===== src/rtl/func_call_arbiter.sv =====
// -----------------------------------------------------------------------------
// func_call_arbiter
//
// Shares one adder function unit between N_REQ requesters. A request is
// accepted in IDLE with a one-cycle req_ready pulse. Its operands are added
// in EXEC, and the WIDTH+1 bit sum is presented in RESP until the consumer
// takes it. Only one call is in flight at a time, so the minimum is three
// cycles per call.
//
// Configuration macro:
//   FUNC_CALL_ARB_RR_EN  defined   -> round-robin arbitration. The search
//                                     starts at a pointer that moves to
//                                     winner+1 on every grant.
//                        undefined -> fixed priority, lowest index wins,
//                                     and there is no pointer.
//
// Reset is synchronous and active-low.
// -----------------------------------------------------------------------------
module func_call_arbiter #(
    parameter int N_REQ = 4,
    parameter int WIDTH = 8
) (
    input  logic                     clk,
    input  logic                     rst_n,
    input  logic [N_REQ-1:0]         req_valid,
    input  logic [N_REQ*WIDTH-1:0]   req_a,
    input  logic [N_REQ*WIDTH-1:0]   req_b,
    output logic [N_REQ-1:0]         req_ready,
    output logic                     rsp_valid,
    input  logic                     rsp_ready,
    output logic [WIDTH:0]           rsp_data,
    output logic [$clog2(N_REQ)-1:0] rsp_id,
    output logic                     busy
);

    localparam int ID_W = $clog2(N_REQ);
    // One extra bit so that pointer + offset cannot overflow before the wrap.
    localparam int CW   = ID_W + 1;

    typedef enum logic [1:0] {
        IDLE = 2'd0,
        EXEC = 2'd1,
        RESP = 2'd2
    } state_t;

    state_t            state_q;
    state_t            state_d;

    logic              grant_any;
    logic [ID_W-1:0]   grant_idx;
    logic              accept;

    logic [WIDTH-1:0]  a_sel;
    logic [WIDTH-1:0]  b_sel;
    logic [WIDTH-1:0]  a_q;
    logic [WIDTH-1:0]  b_q;
    logic [ID_W-1:0]   id_q;
    logic [WIDTH:0]    data_q;

`ifdef FUNC_CALL_ARB_RR_EN
    logic [ID_W-1:0]   rr_ptr;
    logic [CW-1:0]     cand;

    // Round-robin winner: walk the candidates rr_ptr, rr_ptr+1, ... modulo N_REQ.
    // The first candidate with an active request wins.
    always_comb begin
        // NOTE: every variable driven here gets a default first, so no path
        // leaves one unassigned and no latch is inferred. Combinational
        // blocks use blocking (=) assignments.
        grant_any = 1'b0;
        grant_idx = '0;
        cand      = '0;
        for (int k = 0; k < N_REQ; k++) begin
            cand = {1'b0, rr_ptr} + CW'(k);
            if (cand >= CW'(N_REQ)) begin
                cand = cand - CW'(N_REQ);
            end
            for (int i = 0; i < N_REQ; i++) begin
                if (!grant_any && req_valid[i] && (cand == CW'(i))) begin
                    grant_any = 1'b1;
                    grant_idx = ID_W'(i);
                end
            end
        end
    end

    // Pointer update: after each grant, the requester after the winner gets first look.
    always_ff @(posedge clk) begin
        // NOTE: sequential state uses non-blocking (<=) assignments, so every
        // register samples its inputs from before the clock edge.
        if (!rst_n) begin
            rr_ptr <= '0;
        end else if (accept) begin
            rr_ptr <= (grant_idx == ID_W'(N_REQ - 1)) ? '0 : grant_idx + ID_W'(1);
        end
    end
`else
    // Fixed-priority winner: the lowest-indexed active request wins.
    always_comb begin
        // NOTE: every variable driven here gets a default first, so no path
        // leaves one unassigned and no latch is inferred. Combinational
        // blocks use blocking (=) assignments.
        grant_any = 1'b0;
        grant_idx = '0;
        for (int i = 0; i < N_REQ; i++) begin
            if (!grant_any && req_valid[i]) begin
                grant_any = 1'b1;
                grant_idx = ID_W'(i);
            end
        end
    end
`endif

    // Operand mux: pick the winner's arguments out of the packed buses.
    always_comb begin
        a_sel = '0;
        b_sel = '0;
        for (int i = 0; i < N_REQ; i++) begin
            if (grant_idx == ID_W'(i)) begin
                a_sel = req_a[i*WIDTH +: WIDTH];
                b_sel = req_b[i*WIDTH +: WIDTH];
            end
        end
    end

    // State register.
    always_ff @(posedge clk) begin
`ifndef FUNC_CALL_ARB_RR_EN
        // NOTE: sequential state uses non-blocking (<=) assignments, so every
        // register samples its inputs from before the clock edge.
`endif
        if (!rst_n) begin
            state_q <= IDLE;
        end else begin
            state_q <= state_d;
        end
    end

    // Next state and control outputs. A grant is held off while reset is
    // asserted, so the requester never sees an acceptance that gets discarded.
    always_comb begin
        state_d   = state_q;
        req_ready = '0;
        rsp_valid = 1'b0;
        busy      = 1'b1;
        accept    = 1'b0;
        case (state_q)
            IDLE: begin
                busy = 1'b0;
                if (grant_any && rst_n) begin
                    accept    = 1'b1;
                    req_ready = N_REQ'(1) << grant_idx;
                    state_d   = EXEC;
                end
            end
            EXEC: begin
                state_d = RESP;
            end
            RESP: begin
                rsp_valid = 1'b1;
                if (rsp_ready) begin
                    state_d = IDLE;
                end
            end
            default: begin
                state_d = IDLE;
            end
        endcase
    end

    // Datapath: latch the winner's call on acceptance, then register the sum in
    // EXEC. Because the operands are captured, later changes on req_a/req_b
    // cannot disturb the call in flight.
    always_ff @(posedge clk) begin
        // NOTE: these are ordinary registers, not a memory array, so resetting
        // them is cheap. Resetting them also keeps rsp_data/rsp_id at zero out
        // of reset.
        if (!rst_n) begin
            a_q    <= '0;
            b_q    <= '0;
            id_q   <= '0;
            data_q <= '0;
        end else begin
            if (accept) begin
                a_q  <= a_sel;
                b_q  <= b_sel;
                id_q <= grant_idx;
            end
            if (state_q == EXEC) begin
                data_q <= {1'b0, a_q} + {1'b0, b_q};
            end
        end
    end

    assign rsp_data = data_q;
    assign rsp_id   = id_q;

endmodule


===== config.mk =====
export PLATFORM = sky130hd
export DESIGN_NAME = func_call_arbiter
export DESIGN_NICKNAME = d
export VERILOG_FILES = /design/src/rtl/func_call_arbiter.sv
export SDC_FILE = /design/constraint.sdc
export NUM_CORES = 1
export LEC_CHECK = 0
export ABC_CLOCK_PERIOD_IN_PS = 5200
export BUFFER_PORTS_ARGS = -buffer_cell sky130_fd_sc_hd__buf_2
export CELL_PAD_IN_SITES_DETAIL_PLACEMENT = 0
export CELL_PAD_IN_SITES_GLOBAL_PLACEMENT = 1
export CORE_MARGIN = 3
export CORE_UTILIZATION = 30
export CTS_CLUSTER_SIZE = 28
export DETAILED_ROUTE_END_ITERATION = 12
export PLACE_DENSITY_LB_ADDON = 0.3
export SETUP_SLACK_MARGIN = 0.5
export SYNTH_ARGS = -nofsm -noshare
export SYNTH_HDL_FRONTEND = slang
export SYNTH_SLANG_ARGS = --single-unit

===== constraint.sdc =====
create_clock -name clk -period 5.2 [get_ports clk]
set_input_delay 1.04 -clock clk [delete_from_list [all_inputs] [get_ports clk]]
set_output_delay 1.04 -clock clk [all_outputs]
set_load 0.03 [all_outputs]

# Yosys cells after proc, flatten, opt, wreduce, memory -nomap -nowiden
# Index checks and enable logic that the tools add are counted.
# totals
output_inout_bits,17
wordCells,48
inputBits,71
register_bits,29
# classes
n_shift,1
n_reduce_logical,10
n_eq_ne,7
n_addsub,1
muxes,24
# ops
op,count
two-way mux 8 bit,8
adder 8 x 8 -> 9 bit,1
two-way mux 1 bit,9
two-way mux 2 bit,4
two-way mux 4 bit,2
== test 2 bit (second input constant),3
case mux 2 bit (3 select lines),1
== test 2 x 1 -> 1 bit (second input constant),2
logical AND 1 bit,4
zero test 2 bit,2
inequality test 2 bit (second input constant),2
<< shifter 1 x 2 -> 4 bit (first input constant),1
zero test 1 bit,3
AND reduction 2 bit,1

# Longest topological paths before layout
# depth
word_depth,15
depth_mapped,7
ltp_nobuf,6

# Least setup slack after synthesis
# No wires, ideal clock.
# synth_timing
path_type,in2out
from,in req_valid[1]
to,out req_ready[3]
path_buffers,1
arrival_time_ps,2246
setup_slack_ps,1914
cell_stages,3
required_time_ps,4160
path_cell_list,nor4b_4 -> buf_4 -> nor2b_1
# synth_via
elab_chain_len,11
word_cells_on_any_way,15
classes_between,shift: 1; mux: 8; reduce/logical: 6
# synth_rtl
element,line,text
"start, declared",25,"input logic [N_REQ-1:0] req_valid,"
logical AND 1 bit (*),106,if (!grant_any && req_valid[i]) begin
two-way mux 1 bit,106,
zero test 1 bit,106,
logical AND 1 bit,106,
two-way mux 1 bit,106,
zero test 1 bit,106,
logical AND 1 bit,106,
two-way mux 2 bit or two-way mux 1 bit (tied branches),106,
<< shifter 1 x 2 -> 4 bit or logical AND 1 bit (tied branches),"152, 150",
two-way mux 4 bit (*),150,if (grant_any && rst_n) begin
two-way mux 4 bit (*),147,case (state_q)
"end, declared",28,"output logic [N_REQ-1:0] req_ready,"
# Every way passes the cells marked *; elsewhere a longest branch is shown, timed or not.

# Worst setup path after layout
# Same ends and word-level chain as after synthesis.

==> results by group <==
Run status
  • Status: completed

Setup path
  • CP Capture Point: req_ready[3]
  • Crit Path Max Fanout: 18
  • Crit. End Element: output port
  • Worst path depth: 4
  • R2r setup slk: 3.09 ns
  • CP arrival: 2.50 ns
  • CP dominant cell by count: buf_2
  • Critical R2R Launch: a_q[0]$_SDFFE_PN0P_
  • Startpoint Class: input pin
  • Worst r2r path cells: 6
  • Reg-to-reg endpoint: rsp_data[8]$_SDFFE_PN0N_
  • Critical Path RT: 4.16 ns
  • Origin of the worst setup path: req_valid[1]
  • Cell Chain, Critical Path: buf_2 > nor4b_4 > nor2b_1 > buf_2
  • Buf/Inv on CP: 2
  • CP top delay family: simple AND/OR/NAND/NOR gates
  • Crit path max-delay cell type: nor4b_4
  • Critical path class: in -> out
  • Worst stage delay on the critical path: 0.84 ns

STA
  • Setup ws final: 1.66 ns
  • Final Slew Violations: 0
  • Clk_skew: 0.00363 ns
  • Tmin final: 3.54 ns
  • Endpoints failing setup: 0
  • Worst-margin pin slew: 0.946 ns
  • RSZ-0062 raised after global routing: no
  • Highest Clock Rate: 282 MHz
  • Final Hold Vio Count: 0
  • Setup TNS: 0 ns
  • Period utilisation layout: 68.1%
  • Rel. slew slack: 36.9%

Finish
  • Area occupied by multi-input gates: 1090 µm²
  • Nets: 361
  • Synth-to-layout area growth: 31.9%
  • Post-layout instance area: 2340 µm²
  • Sequential Area: 581 µm²
  • Ant. Diodes: 0
  • Most frequent cells in the layout: buf_2 (87), dfxtp_1 (29), a21boi_0 (20), nand3_1 (20), o21ai_0 (18)
  • Commonest non-fill, non-tap cell in the layout: buf_2
  • Filler cells: 613
  • Fraction of layout cells with a size suffix above 1: 36.2%

Synthesis
  • Number of synthesized register bits: 29
  • Syn Inst Count: 200
  • Synth Flop Type: dfxtp_1
  • Synth top area share: 32.7%
  • Post-Synthesis Cell Area: 1780 µm²
  • Synth area leaders: dfxtp_1 (33%), a222oi_1 (9.0%), a21boi_0 (8.5%)
  • Post-synth EDFFs: 0
  • Syn Nets: 280
  • Sequential-to-total area share from yosys stat: 32.7%
  • Synth cell types: 42
  • Area leader, netlist: dfxtp_1
  • Post-synth ARST share: 0%
  • Ys Warns: 0
  • Post-synthesis area per instance: 8.88 µm²

Floorplanning
  • Core area: 5610 µm²
  • Die area: 6880 µm²
  • Core Rows: 27
  • IO Pins: 88
  • DIE HEIGHT: 82.9 µm
  • Starting density of the core: 31.7%
  • Die width: 82.9 µm

Power
  • Leak: 1.09 nW
  • Power Total: 0.000699 W
  • Power Density: 298 nW/µm²
  • Maximum VDD drop: 0.0000856 V

Run
  • Maxcap violations: 0

Clock tree
  • H-Tree Level Count: 2
  • Reg clk slew, reported paths: 0.06 ns
  • Root buffer cell: clkbuf_8
  • CTS Hold Buffers Added: 0
  • Clock Tree Buf Depth: 2
  • Clk_lat worst skew: 0.28 ns
  • Post-CTS setup buffer count: 0
  • Post_cts resized: 0
  • CTS Buf Count: 5
  • CTS tree: yes
  • Clock Sinks: 29

Routing
  • DR WL/cell: 13.4 µm
  • DR vias/cell: 5.05
  • WL final: 4760 µm
  • DRT antenna net count: 0
  • Via count: 1788
  • Drt first pass iters: 5
  • DRC: 0
  • Initial DRC count: 89

Global routing
  • Pin count of the biggest net entering global routing: 37
  • First-pass GRT wire length: 8090 µm
  • Number of global-route vias before repair: 1808
  • Grt ovf: 0
  • Initial antenna violation count: 0
  • Tot GR Track Use: 14.1%

Placement
  • Detail Placement HPWL: 3740 µm
  • DP Worst Slack: 1.68 ns
  • DP Area: 2220 µm²
  • Placer Congestion: 0.729
  • IO buf count: 87

Min path
  • Hold WC Path Type: reg -> reg
power by group:
group / leakage, nW / internal, W / switching [W]
Combinational: 0.793 / 0.0000800 / 0.000110
Clock: 0.0574 / 0.000156 / 0.0000876
Sequential: 0.239 / 0.000249 / 0.0000165
how the worst min path moves through the flow:
| stage | from | end | slack [ns] | cells past startpoint |
|---|---|---|---|---|
| floorplan | b_q[6]$_SDFFE_PN0P_ | b_q[6]$_SDFFE_PN0P_ | 0.44 | 2 |
| global placement | rsp_id[1]$_SDFFE_PN0P_ | rsp_id[1]$_SDFFE_PN0P_ | 0.44 | 2 |
| detailed placement | rsp_id[1]$_SDFFE_PN0P_ | rsp_id[1]$_SDFFE_PN0P_ | 0.45 | 2 |
| CTS | rsp_id[1]$_SDFFE_PN0P_ | rsp_id[1]$_SDFFE_PN0P_ | 0.46 | 2 |
| global route | rsp_data[8]$_SDFFE_PN0N_ | rsp_data[8]$_SDFFE_PN0N_ | 0.48 | 2 |
| finish | rsp_id[1]$_SDFFE_PN0P_ | rsp_id[1]$_SDFFE_PN0P_ | 0.46 | 2 |
tightest hold or removal path: cells and delay by family (launching register included):
family | cells | cell delay [ns]
flops | 1 | 0.31
compound gates | 1 | 0.05
simple gates | 1 | 0.05
flip-flops by register name (all words and copies together) (netlist names):
name,cells
rsp_data,9
a_q,8
b_q,8
rsp_id,2
state_q,2
final cells by class:
| cell class | count | area share [%] |
|---|---|---|
| multi-input combinational | 153 | 46.5 |
| sequential | 29 | 24.8 |
| timing repair buffer | 89 | 19.2 |
| tap | 72 | 3.85 |
| clock buffer | 6 | 3.53 |
| clock inverter | 2 | 1.60 |
| inverter | 3 | 0.481 |
metal layers:
metal,track usage (%),wire length (µm),vias to the layer above
li1,-,-,935
met1,18.6,2270,763
met2,21.4,1990,85
met3,4.66,417,5
met4,5.05,73,0
met5,0,0,-
per-stage QoR:
stage,instances,hold slack [ns],util [%]
detailed placement,346,0.448,39.6
floorplan,200,0.444,-
global route,354,0.483,41.8
global placement,346,0.445,39.6
CTS,354,0.459,41.8
finish,354,0.457,41.8
cells in the mapped netlist, types with 4 or more instances:
cell,n
dfxtp_1,29
a21boi_0,20
nand3_1,20
o21ai_0,18
a222oi_1,16
nand2_1,12
nor2_1,9
ha_1,8
nor2b_1,8
clkbuf_1,5
a211oi_1,4
o21a_1,4
logic make-up (layout without fill, tap and decap cells):
| family | after synthesis | in the layout | synth area share [%] |
|---|---|---|---|
| AND/OR/NAND/NOR | 63 | 63 | 20.5 |
| adder cells (fa/ha/maj) | 9 | 9 | 6.77 |
| flip-flops | 29 | 29 | 32.7 |
| XOR/XNOR | 1 | 1 | 0.493 |
| AO/OA/AOI/OAI | 80 | 80 | 33.6 |
| buffers and inverters | 18 | 100 | 5.92 |
Power figures use the tool's default switching activity.
